### src/rtl/tiny_mips_pkg.sv
// Shared definitions for the tiny_mips core: opcodes, FSM encoding,
// instruction field positions and immediate extension helpers.
package tiny_mips_pkg;

    typedef enum logic [2:0] {
        S_FETCH,
        S_DECODE,
        S_EXEC,
        S_MEM,
        S_HALT
    } state_t;

    typedef enum logic [3:0] {
        OP_ADD  = 4'h0,
        OP_ADDI = 4'h1,
        OP_MUL  = 4'h2,
        OP_SRL  = 4'h3,
        OP_LD   = 4'h4,
        OP_ST   = 4'h5,
        OP_CP   = 4'h6,
        OP_CPI  = 4'h7,
        OP_BEQ  = 4'h8,
        OP_BLT  = 4'h9,
        OP_BGT  = 4'hA,
        OP_HALT = 4'hF
    } opcode_t;

    localparam int OP_LSB = 12;
    localparam int RD_LSB = 9;
    localparam int RS_LSB = 6;
    localparam int RT_LSB = 3;

    // Extension helpers produce the widest supported word; callers cast down to DW/AW.
    localparam int EXT_W = 64;

    function automatic logic [3:0] f_op(input logic [15:0] ir);
        return ir[OP_LSB +: 4];
    endfunction

    function automatic logic [2:0] f_rd(input logic [15:0] ir);
        return ir[RD_LSB +: 3];
    endfunction

    function automatic logic [2:0] f_rs(input logic [15:0] ir);
        return ir[RS_LSB +: 3];
    endfunction

    function automatic logic [2:0] f_rt(input logic [15:0] ir);
        return ir[RT_LSB +: 3];
    endfunction

    function automatic logic [EXT_W-1:0] sext6(input logic [15:0] ir);
        return {{(EXT_W-6){ir[5]}}, ir[5:0]};
    endfunction

    function automatic logic [EXT_W-1:0] zext9(input logic [15:0] ir);
        return {{(EXT_W-9){1'b0}}, ir[8:0]};
    endfunction

    function automatic logic is_branch(input logic [3:0] op);
        return op inside {OP_BEQ, OP_BLT, OP_BGT};
    endfunction

    function automatic logic is_illegal(input logic [3:0] op);
        return op inside {[4'hB:4'hE]};
    endfunction

    function automatic logic writes_rd(input logic [3:0] op);
        return op inside {OP_ADD, OP_ADDI, OP_MUL, OP_SRL, OP_CP, OP_CPI};
    endfunction

endpackage

### src/rtl/tiny_mips_if.sv
// Shared instruction/data memory port with request/acknowledge handshake.
interface tiny_mips_if #(
    parameter int DW = 16,
    parameter int AW = 8
) ();
    logic          mem_req;
    logic          mem_we;
    logic [AW-1:0] mem_addr;
    logic [DW-1:0] mem_wdata;
    logic [DW-1:0] mem_rdata;
    logic          mem_ack;

    modport master (
        output mem_req, mem_we, mem_addr, mem_wdata,
        input  mem_rdata, mem_ack
    );

    modport slave (
        input  mem_req, mem_we, mem_addr, mem_wdata,
        output mem_rdata, mem_ack
    );
endinterface

### src/rtl/tiny_mips_rf.sv
// 8 x DW register file: two asynchronous read ports, one synchronous write
// port, synchronous clear.
module tiny_mips_rf #(
    parameter int DW = 16
) (
    input  logic          clk,
    input  logic          rst,
    input  logic [2:0]    ra_a,
    input  logic [2:0]    ra_b,
    output logic [DW-1:0] rd_a,
    output logic [DW-1:0] rd_b,
    input  logic          we,
    input  logic [2:0]    wa,
    input  logic [DW-1:0] wd
);
    logic [7:0][DW-1:0] regs;

    always_ff @(posedge clk) begin
        if (rst)
            regs <= '0;
        else if (we)
            regs[wa] <= wd;
    end

    assign rd_a = regs[ra_a];
    assign rd_b = regs[ra_b];
endmodule

### src/rtl/tiny_mips_core.sv
// Multi-cycle 16-bit-ISA core with generic data/address width, one shared
// memory port with wait-state handshake, HALT and illegal-opcode trap.
module tiny_mips_core
    import tiny_mips_pkg::*;
#(
    parameter int DW = 16,
    parameter int AW = 8
) (
    input  logic        clk,
    input  logic        rst,
    tiny_mips_if.master bus,
    output logic        halted,
    output logic        illegal
);
    localparam logic [DW-1:0] SHIFT_LIM = DW'(DW);

    state_t        state, state_nx;
    logic [AW-1:0] pc, pc_nx, ea, off6;
    logic [15:0]   ir;
    logic [DW-1:0] t1, t2, alu_y, rf_qa, rf_qb, rf_wd;
    logic [3:0]    op;
    logic [2:0]    rd, rs, rt, ra_a, ra_b;
    logic          use_rd, br_take, rf_we, ill_q;

    assign op   = f_op(ir);
    assign rd   = f_rd(ir);
    assign rs   = f_rs(ir);
    assign rt   = f_rt(ir);
    assign off6 = AW'(sext6(ir));

    // Branches and ST take rd as their first operand instead of rs/rt.
    assign use_rd = is_branch(op) || (op == OP_ST);
    assign ra_a   = use_rd ? rd : rs;
    assign ra_b   = use_rd ? rs : rt;

    tiny_mips_rf #(.DW(DW)) u_rf (
        .clk  (clk),
        .rst  (rst),
        .ra_a (ra_a),
        .ra_b (ra_b),
        .rd_a (rf_qa),
        .rd_b (rf_qb),
        .we   (rf_we),
        .wa   (rd),
        .wd   (rf_wd)
    );

    always_comb begin
        alu_y = '0;
        case (op)
            OP_ADD:  alu_y = t1 + t2;
            OP_ADDI: alu_y = t1 + DW'(sext6(ir));
            OP_MUL:  alu_y = t1 * t2;
            OP_SRL:  alu_y = (t2 >= SHIFT_LIM) ? '0 : (t1 >> t2);
            OP_CP:   alu_y = t1;
            OP_CPI:  alu_y = DW'(zext9(ir));
            default: alu_y = '0;
        endcase
    end

    always_comb begin
        br_take = 1'b0;
        case (op)
            OP_BEQ:  br_take = (t1 == t2);
            OP_BLT:  br_take = (t1 <  t2);
            OP_BGT:  br_take = (t1 >  t2);
            default: br_take = 1'b0;
        endcase
    end

    // Bus outputs depend on state only; mem_ack steers next state and writes.
    always_comb begin
        state_nx      = state;
        pc_nx         = pc;
        rf_we         = 1'b0;
        rf_wd         = alu_y;
        bus.mem_req   = 1'b0;
        bus.mem_we    = 1'b0;
        bus.mem_addr  = '0;
        bus.mem_wdata = '0;
        case (state)
            S_FETCH: begin
                bus.mem_req  = 1'b1;
                bus.mem_addr = pc;
                if (bus.mem_ack)
                    state_nx = S_DECODE;
            end
            S_DECODE: begin
                if (op == OP_HALT || is_illegal(op))
                    state_nx = S_HALT;
                else
                    state_nx = S_EXEC;
            end
            S_EXEC: begin
                if (writes_rd(op)) begin
                    rf_we    = 1'b1;
                    pc_nx    = pc + AW'(1);
                    state_nx = S_FETCH;
                end else if (is_branch(op)) begin
                    pc_nx    = br_take ? pc + off6 : pc + AW'(1);
                    state_nx = S_FETCH;
                end else begin
                    state_nx = S_MEM;
                end
            end
            S_MEM: begin
                bus.mem_req   = 1'b1;
                bus.mem_addr  = ea;
                bus.mem_we    = (op == OP_ST);
                bus.mem_wdata = (op == OP_ST) ? t1 : '0;
                if (bus.mem_ack) begin
                    rf_we    = (op == OP_LD);
                    rf_wd    = bus.mem_rdata;
                    pc_nx    = pc + AW'(1);
                    state_nx = S_FETCH;
                end
            end
            S_HALT:  state_nx = S_HALT;
            default: state_nx = S_FETCH;
        endcase
        // Reset abandons any pending request immediately.
        if (rst) begin
            bus.mem_req   = 1'b0;
            bus.mem_we    = 1'b0;
            bus.mem_addr  = '0;
            bus.mem_wdata = '0;
            rf_we         = 1'b0;
        end
    end

    always_ff @(posedge clk) begin
        if (rst)
            state <= S_FETCH;
        else
            state <= state_nx;
    end

    always_ff @(posedge clk) begin
        if (rst) begin
            pc    <= '0;
            ir    <= '0;
            t1    <= '0;
            t2    <= '0;
            ea    <= '0;
            ill_q <= 1'b0;
        end else begin
            pc <= pc_nx;
            if (state == S_FETCH && bus.mem_ack)
                ir <= bus.mem_rdata[15:0];
            if (state == S_DECODE) begin
                t1    <= rf_qa;
                t2    <= rf_qb;
                ill_q <= is_illegal(op);
            end
            if (state == S_EXEC)
                ea <= AW'((op == OP_ST) ? t2 : t1) + off6;
        end
    end

    assign halted  = (state == S_HALT);
    assign illegal = ill_q;
endmodule

### src/flat_wrapper.sv
// flat-port wrapper written by rule: the top's interface ports become plain ports
module tiny_mips_core_flat import tiny_mips_pkg::*;
#(
    parameter int DW = 16,
    parameter int AW = 8
)
  (clk, rst, halted, illegal, bus_mem_req, bus_mem_we, bus_mem_addr, bus_mem_wdata, bus_mem_rdata, bus_mem_ack);
  tiny_mips_if #(.DW(DW), .AW(AW)) bus_i ();
  input  logic clk;
  input  logic rst;
  output logic halted;
  output logic illegal;
  output wire logic [$bits(bus_i.mem_req)-1:0] bus_mem_req;
  output wire logic [$bits(bus_i.mem_we)-1:0] bus_mem_we;
  output wire logic [$bits(bus_i.mem_addr)-1:0] bus_mem_addr;
  output wire logic [$bits(bus_i.mem_wdata)-1:0] bus_mem_wdata;
  input wire logic [$bits(bus_i.mem_rdata)-1:0] bus_mem_rdata;
  input wire logic [$bits(bus_i.mem_ack)-1:0] bus_mem_ack;
  assign bus_mem_req = bus_i.mem_req;
  assign bus_mem_we = bus_i.mem_we;
  assign bus_mem_addr = bus_i.mem_addr;
  assign bus_mem_wdata = bus_i.mem_wdata;
  assign bus_i.mem_rdata = bus_mem_rdata;
  assign bus_i.mem_ack = bus_mem_ack;
  tiny_mips_core #(.DW(DW), .AW(AW)) u_core (.clk(clk), .rst(rst), .bus(bus_i), .halted(halted), .illegal(illegal));
endmodule
### config.mk
export PLATFORM = sky130hd
export DESIGN_NAME = tiny_mips_core_flat
export DESIGN_NICKNAME = d
export VERILOG_FILES = /design/src/rtl/tiny_mips_pkg.sv /design/src/rtl/tiny_mips_if.sv /design/src/rtl/tiny_mips_rf.sv /design/src/rtl/tiny_mips_core.sv /design/src/flat_wrapper.sv
export SDC_FILE = /design/constraint.sdc
export NUM_CORES = 1
export LEC_CHECK = 0
export BUFFER_PORTS_ARGS = -buffer_cell sky130_fd_sc_hd__buf_2
export CAP_MARGIN = 10
export CORE_ASPECT_RATIO = 0.5
export CORE_MARGIN = 4
export CORE_UTILIZATION = 60
export CTS_BUF_LIST = sky130_fd_sc_hd__clkbuf_8 sky130_fd_sc_hd__clkbuf_16
export CTS_CLUSTER_DIAMETER = 100
export DETAILED_ROUTE_END_ITERATION = 12
export HOLD_SLACK_MARGIN = 0.15
export PLACE_DENSITY = 0.8
export REMOVE_ABC_BUFFERS = 1
export SETUP_SLACK_MARGIN = 0.2
export SYNTH_ARGS = -nofsm -noshare
export SYNTH_HDL_FRONTEND = slang
export SYNTH_SLANG_ARGS = --single-unit
### constraint.sdc
create_clock -name clk -period 7.8 [get_ports clk]
set_clock_uncertainty 0.2 [all_clocks]
set_input_delay 1.56 -clock clk [delete_from_list [all_inputs] [get_ports clk]]
set_output_delay 1.56 -clock clk [all_outputs]
set_load 0.02 [all_outputs]
# Word-level counts from Yosys, hierarchy flattened
# Index checks and enable logic that the tools add are counted.
[totals] elab_cells=102 input_bits=19 ff_bits=196
[op_classes] n_eq_ne=19 add_sub_neg=5 reduce_logical=13 order_cmp=9 mux=39 shifts=1 n_mul=1
[op_table] operator="2-to-1 mux 16 bit" count=9
[op_table] operator="bitwise mux 128 bit" count=1
[op_table] operator="binary-select mux 16 bit (select 3 bit)" count=2
[op_table] operator="case mux 16 bit (6 select lines)" count=1
[op_table] operator="demux 16 bit (select 3 bit)" count=1
[op_table] operator="2-to-1 mux 8 bit" count=6
[op_table] operator="adder 16 bit" count=2
[op_table] operator="case mux 8 bit (2 select lines)" count=2
[op_table] operator="2-to-1 mux 3 bit" count=6
[op_table] operator="adder 8 bit" count=2
[op_table] operator="equality test 16 bit" count=1
[op_table] operator="equality test 4 x 3 -> 1 bit (second input constant)" count=4
[op_table] operator="equality test 4 bit (second input constant)" count=4
[op_table] operator=">= comparator 16 x 5 -> 1 bit (second input constant)" count=1
[op_table] operator="greater-than comparator 16 bit" count=1
[op_table] operator="< comparator 16 bit" count=1
[op_table] operator="multiplier 16 x 16 -> 16 bit" count=1
[op_table] operator="right shift 16 x 16 -> 16 bit" count=1
[op_table] operator="case mux 3 bit (5 select lines)" count=1
[op_table] operator="< comparator 3 x 4 -> 1 bit (second input constant)" count=3
[op_table] operator="adder 8 x 1 -> 8 bit (second input constant)" count=1
[op_table] operator="equality test 4 x 2 -> 1 bit (second input constant)" count=2
[op_table] operator="2-to-1 mux 1 bit" count=7
[op_table] operator="equality test 3 x 2 -> 1 bit (second input constant)" count=2
[op_table] operator="21 further kinds" count=25

# Longest topological paths before layout
[depth] depth_word=6 depth_mapped=23 mapped_depth_nobuf=21

# Modules after synthesis
# A second synthesis with hierarchy kept.
[unflattened] cells_unflattened=2021 hier_area_um2=16798.6
[by_module_without_submodules] mod="tiny_mips_core" area_per_inst_um2=10034.6 seq_area_each_um2=1361.3 cells_per_inst=1316 n_inst=1
[by_module_without_submodules] mod="tiny_mips_rf" area_per_inst_um2=6764.0 seq_area_each_um2=2562.5 cells_per_inst=705 n_inst=1

# Worst setup path before layout
# OpenSTA, ideal clock, no wires.
[synth_timing] path_kind="register to register" start="register u_core.t2[2]" end="register u_core.u_rf.regs[124] (netlist bit)" path_slack_ns=1.726 path_buffers=3 stages_incl_launch_ff=21 synth_period_minus_slack_ns=6.074 required_ns=7.522 setup_time_ns=0.078 arrival_ns=5.796 cell_sequence="dfxtp_1 > clkbuf_1 > clkbuf_1 > clkbuf_1 > nand2_1 > fa_1 > fa_1 > fa_1 > fa_1 > inv_1 > fa_1 > inv_1 > fa_1 > inv_1 > ha_1 > and3_1 > a211oi_1 > xnor2_1 > nand2_1 > a311o_1 > o21ai_0"
[synth_via] elab_chain_len=6 elab_cells_between_ends=9
[synth_lines] element="from (decl)" line="tiny_mips_core.sv:20" source="logic [DW-1:0] t1, t2, alu_y, rf_qa, rf_qb, rf_wd;"
[synth_lines] element="from (signal assigned)" line="tiny_mips_core.sv:152" source="t2 <= rf_qb;"
[synth_lines] element="branches (longest 2 deep; another with multiplier 16 x 16 -> 16 bit)"
[synth_lines] element="case mux 16 bit (6 select lines) (*)" line="tiny_mips_core.sv:50" source="case (op)"
[synth_lines] element="2-to-1 mux 16 bit" line="tiny_mips_core.sv:111" source="if (bus.mem_ack) begin"
[synth_lines] element="2-to-1 mux 16 bit (*)" line="tiny_mips_core.sv:81" source="case (state)"
[synth_lines] element="bitwise mux 128 bit (*)" line="tiny_mips_rf.sv:22" source="regs[wa] <= wd;"
[synth_lines] element="to (signal, indexed assignment)" line="tiny_mips_rf.sv:22"
[synth_lines] element="to (decl)" line="tiny_mips_rf.sv:16" source="logic [7:0][DW-1:0] regs;"
# Every way passes the cells marked *.
# A chain may end at the register's enable or synchronous reset.

# Worst setup path after layout
[layout_timing] start="register u_core.t1[1]" end="register u_core.u_rf.regs[73] (netlist bit)"
[layout_via] elab_chain_len=6 elab_cells_between_ends=9
[layout_lines] element="from (decl)" line="tiny_mips_core.sv:20"
[layout_lines] element="from (signal assigned)" line="tiny_mips_core.sv:151" source="t1 <= rf_qa;"
[layout_lines] element="branches (longest 2 deep; another with multiplier 16 x 16 -> 16 bit)"
[layout_lines] element="case mux 16 bit (6 select lines) (*)" line="tiny_mips_core.sv:50"
[layout_lines] element="2-to-1 mux 16 bit" line="tiny_mips_core.sv:111"
[layout_lines] element="2-to-1 mux 16 bit (*)" line="tiny_mips_core.sv:81"
[layout_lines] element="bitwise mux 128 bit (*)" line="tiny_mips_rf.sv:22"
# Marks and branches as above.

==> flow_metrics.tcl <==
set metrics [dict create \
    coreArea_um2 26600 \
    ys_ff_latch 196 \
    sequentialPowerShare 0.406 \
    nets 2058 \
    yosysWarnings 0 \
    max-cap-violations 0 \
    drt_wl_total_mm 50.5 \
    hp-class "register to register" \
    rrSetupSlack_ns 1.11 \
    htreeDepth 4 \
    grt_max_degree 77 \
    clkTransAtPathRegs_ns 0.09 \
    register_area_um2 3920 \
    multi_input_area_um2 11300 \
    setup_viol 0 \
    most-common-layout-cells "dfxtp_1 (196), nor2_1 (186), nand2_1 (185)" \
    initial_core_util 0.613 \
    power_frac_clock 0.346 \
    post-route-period-util 0.858 \
    ant_nets 0 \
    ys_top_cells_by_area "dfxtp_1 (24%), fa_1 (10%), mux4_2 (10%)" \
    crit_required_ns 7.88 \
    postCtsHoldBufs 0 \
    syn-instance-count 1873 \
    cts_made_buffers 17 \
    comb_power_share 0.249 \
    synth_top_area_share 0.240 \
    drtIter0Drc 2113 \
    tightest_slew_ns 1.28 \
    vias 14506 \
    portBuffers 46 \
    ys_seq_area_frac 0.240 \
    rsz0062_at_grt "no" \
    syn_area_um2 16300 \
    slew_viol_final 0 \
    ys_types 73 \
    period_minus_slack_ns 6.69 \
    clk_latency_ns 0.46 \
    drc 0 \
    switching_share 0.349 \
    fillerInstances 2171 \
    clock-root-buffer "clkbuf_16" \
    row_count 42 \
    critPathMaxFanout 16 \
    place_hpwl_mm 35.2 \
    worst_path_most_repeated_cell "fa_1" \
    antenna_found_initial 1 \
    syn2layout_area_growth_pct 6.64 \
    overflow 0 \
    outcome "finished, final reports clean" \
    path_cells "clkinv_1 -> nor2_1 -> fa_1 -> fa_1 -> ha_1 -> fa_1 -> inv_1 -> fa_1 -> fa_1 -> inv_1 -> ha_1 -> o21a_1 -> nor2_1 -> xor2_1 -> o221ai_1 -> a22oi_1 -> a211oi_1" \
    slowest_stage "a22oi_1" \
    grt_pass1_vias 14034 \
    dieArea_um2 30100 \
    tns_ns 0 \
    place_area_um2 16800 \
    crit_buf_inv 3 \
    ctsResizeCount 0 \
    endpoint_kind "register" \
    place_congestion 1.04 \
    path_class "register to register" \
    wl_per_cell_um 22.8 \
    p_leak_nw 7.49 \
    slowest_delay_ns 0.83 \
    final_area_um2 17400 \
    fmax_mhz 149 \
    clock_path_buffers 2 \
    io_pins 47 \
    synth_top_flop_cell "dfxtp_1" \
    max_slew_margin 0.137 \
    drive_gt1_frac 0.124 \
    yosys.area.top_type "dfxtp_1" \
    crit_family "adder cells" \
    vias_per_cell 6.54 \
    cts_sinks 196 \
    synth_enable_flop_cells 0 \
    track_usage 0.333 \
    chipHeight_um 125 \
    dr.pass1.iters 6 \
    ys_async_sr_fraction 0 \
    arrival_ns 6.77 \
    cts_tree "built" \
    start_kind "register" \
    grt_pass1_wl_mm 78.7 \
    synth_area_per_cell_um2 8.73 \
    cellPowerDensity_nw_per_um2 157 \
    cts_setup_buffers 0 \
    num_antenna_cells 0 \
    internal-power_mw 1.78 \
    switchingPower_uw 954 \
    finalHoldViolations 0 \
    peakVddDrop_mv 0.137 \
    die_w_um 241 \
    final_common_cell "dfxtp_1" \
]
==> logic make-up after synthesis <==
kind of cell,count (synthesis),synth area share
buffers and inverters,279,0.0718
AO/OA/AOI/OAI,390,0.153
XOR/XNOR,57,0.0314
multiplexers,145,0.147
adder cells (fa/ha/maj),186,0.181
flip-flops,196,0.240
AND/OR/NAND/NOR,620,0.176
==> cell type report <==
class / count / area share
timing repair buffer: 92 / 0.0332
clock buffer: 19 / 0.0260
sequential: 196 / 0.225
clock inverter: 13 / 0.00948
tap: 352 / 0.0253
inverter: 148 / 0.0319
multi-input combinational: 1398 / 0.649
==> final timing paths <==
kind                                   start                    to  cells after the start
worst min register to register  u_core.ea[5]          u_core.ea[5]                      2
worst max register to register  u_core.t1[1]  u_core.u_rf.regs[73]                     17
worst max-delay path            u_core.t1[1]  u_core.u_rf.regs[73]                     17
worst min-delay path            u_core.ea[5]          u_core.ea[5]                      2
==> per-layer routing <==
metal | vias up | global-route usage | wire [um]
li1 | 6543 | - | -
met1 | 6909 | 0.456 | 20100
met2 | 870 | 0.494 | 21700
met3 | 184 | 0.104 | 6550
met4 | 0 | 0.130 | 2150
met5 | - | 0 | 0
==> flip-flops by register name (all words and copies together) (netlist names) <==
register	cells
u_core.state	3
u_core.t1	16
u_core.illegal	1
u_core.pc	8
u_core.ea	8
u_core.u_rf.regs	128
u_core.t2	16
u_core.ir	16
==> power groups by stage <==
stage	sequential (mW)	combinational, mW	clock, mW
after floorplan	1.10	0.427	0
after global placement	1.12	0.646	0
after detailed placement	1.12	0.649	0
after CTS	1.10	0.658	0.942
after global routing	1.11	0.727	0.985
final	1.11	0.679	0.944
==> cells in the mapped netlist (8+ instances only) <==
cell type,n
or3_1,10
nand3_1,37
a31oi_1,19
ha_1,103
a22o_1,9
and2_1,50
nor4_1,12
nor2_1,186
mux2i_1,57
nand2_1,185
mux2_2,10
o21ai_1,8
a21o_1,25
nor3_1,52
clkbuf_1,87
a21oi_1,104
buf_2,26
inv_1,147
buf_6,9
nand2b_1,10
xor2_1,13
a22oi_1,11
nor2b_1,14
nand4_1,8
dfxtp_1,196
and3_1,33
fa_1,83
a211oi_1,69
mux4_2,73
xnor2_1,43
o21ai_0,87
==> through the flow <==
step / power, mW / utilization / std cells / setup WS (ns) / hold slack [ns]
after global routing: 2.82 / 0.654 / 2218 / 0.894 / 0.296
final: 2.73 / 0.654 / 2218 / 1.11 / 0.258
after CTS: 2.70 / 0.654 / 2218 / 1.33 / 0.259
after global placement: 1.77 / 0.631 / 2186 / 1.47 / 0.243
after floorplan: 1.53 / - / 1742 / 1.79 / 0.226
after detailed placement: 1.77 / 0.631 / 2186 / 1.39 / 0.248
==> worst reg2reg max path: cells and delay by family (launching register included) <==
| kind | cells | cell delay, ns |
|---|---|---|
| AND/OR/NAND/NOR | 2 | 0.35 |
| buffers and inverters | 3 | 0.60 |
| XOR/XNOR | 1 | 0.25 |
| AO/OA/AOI/OAI | 4 | 1.44 |
| flip-flops | 1 | 0.75 |
| adder cells (fa/ha/maj) | 7 | 2.92 |
Power figures use the tool's default switching activity.
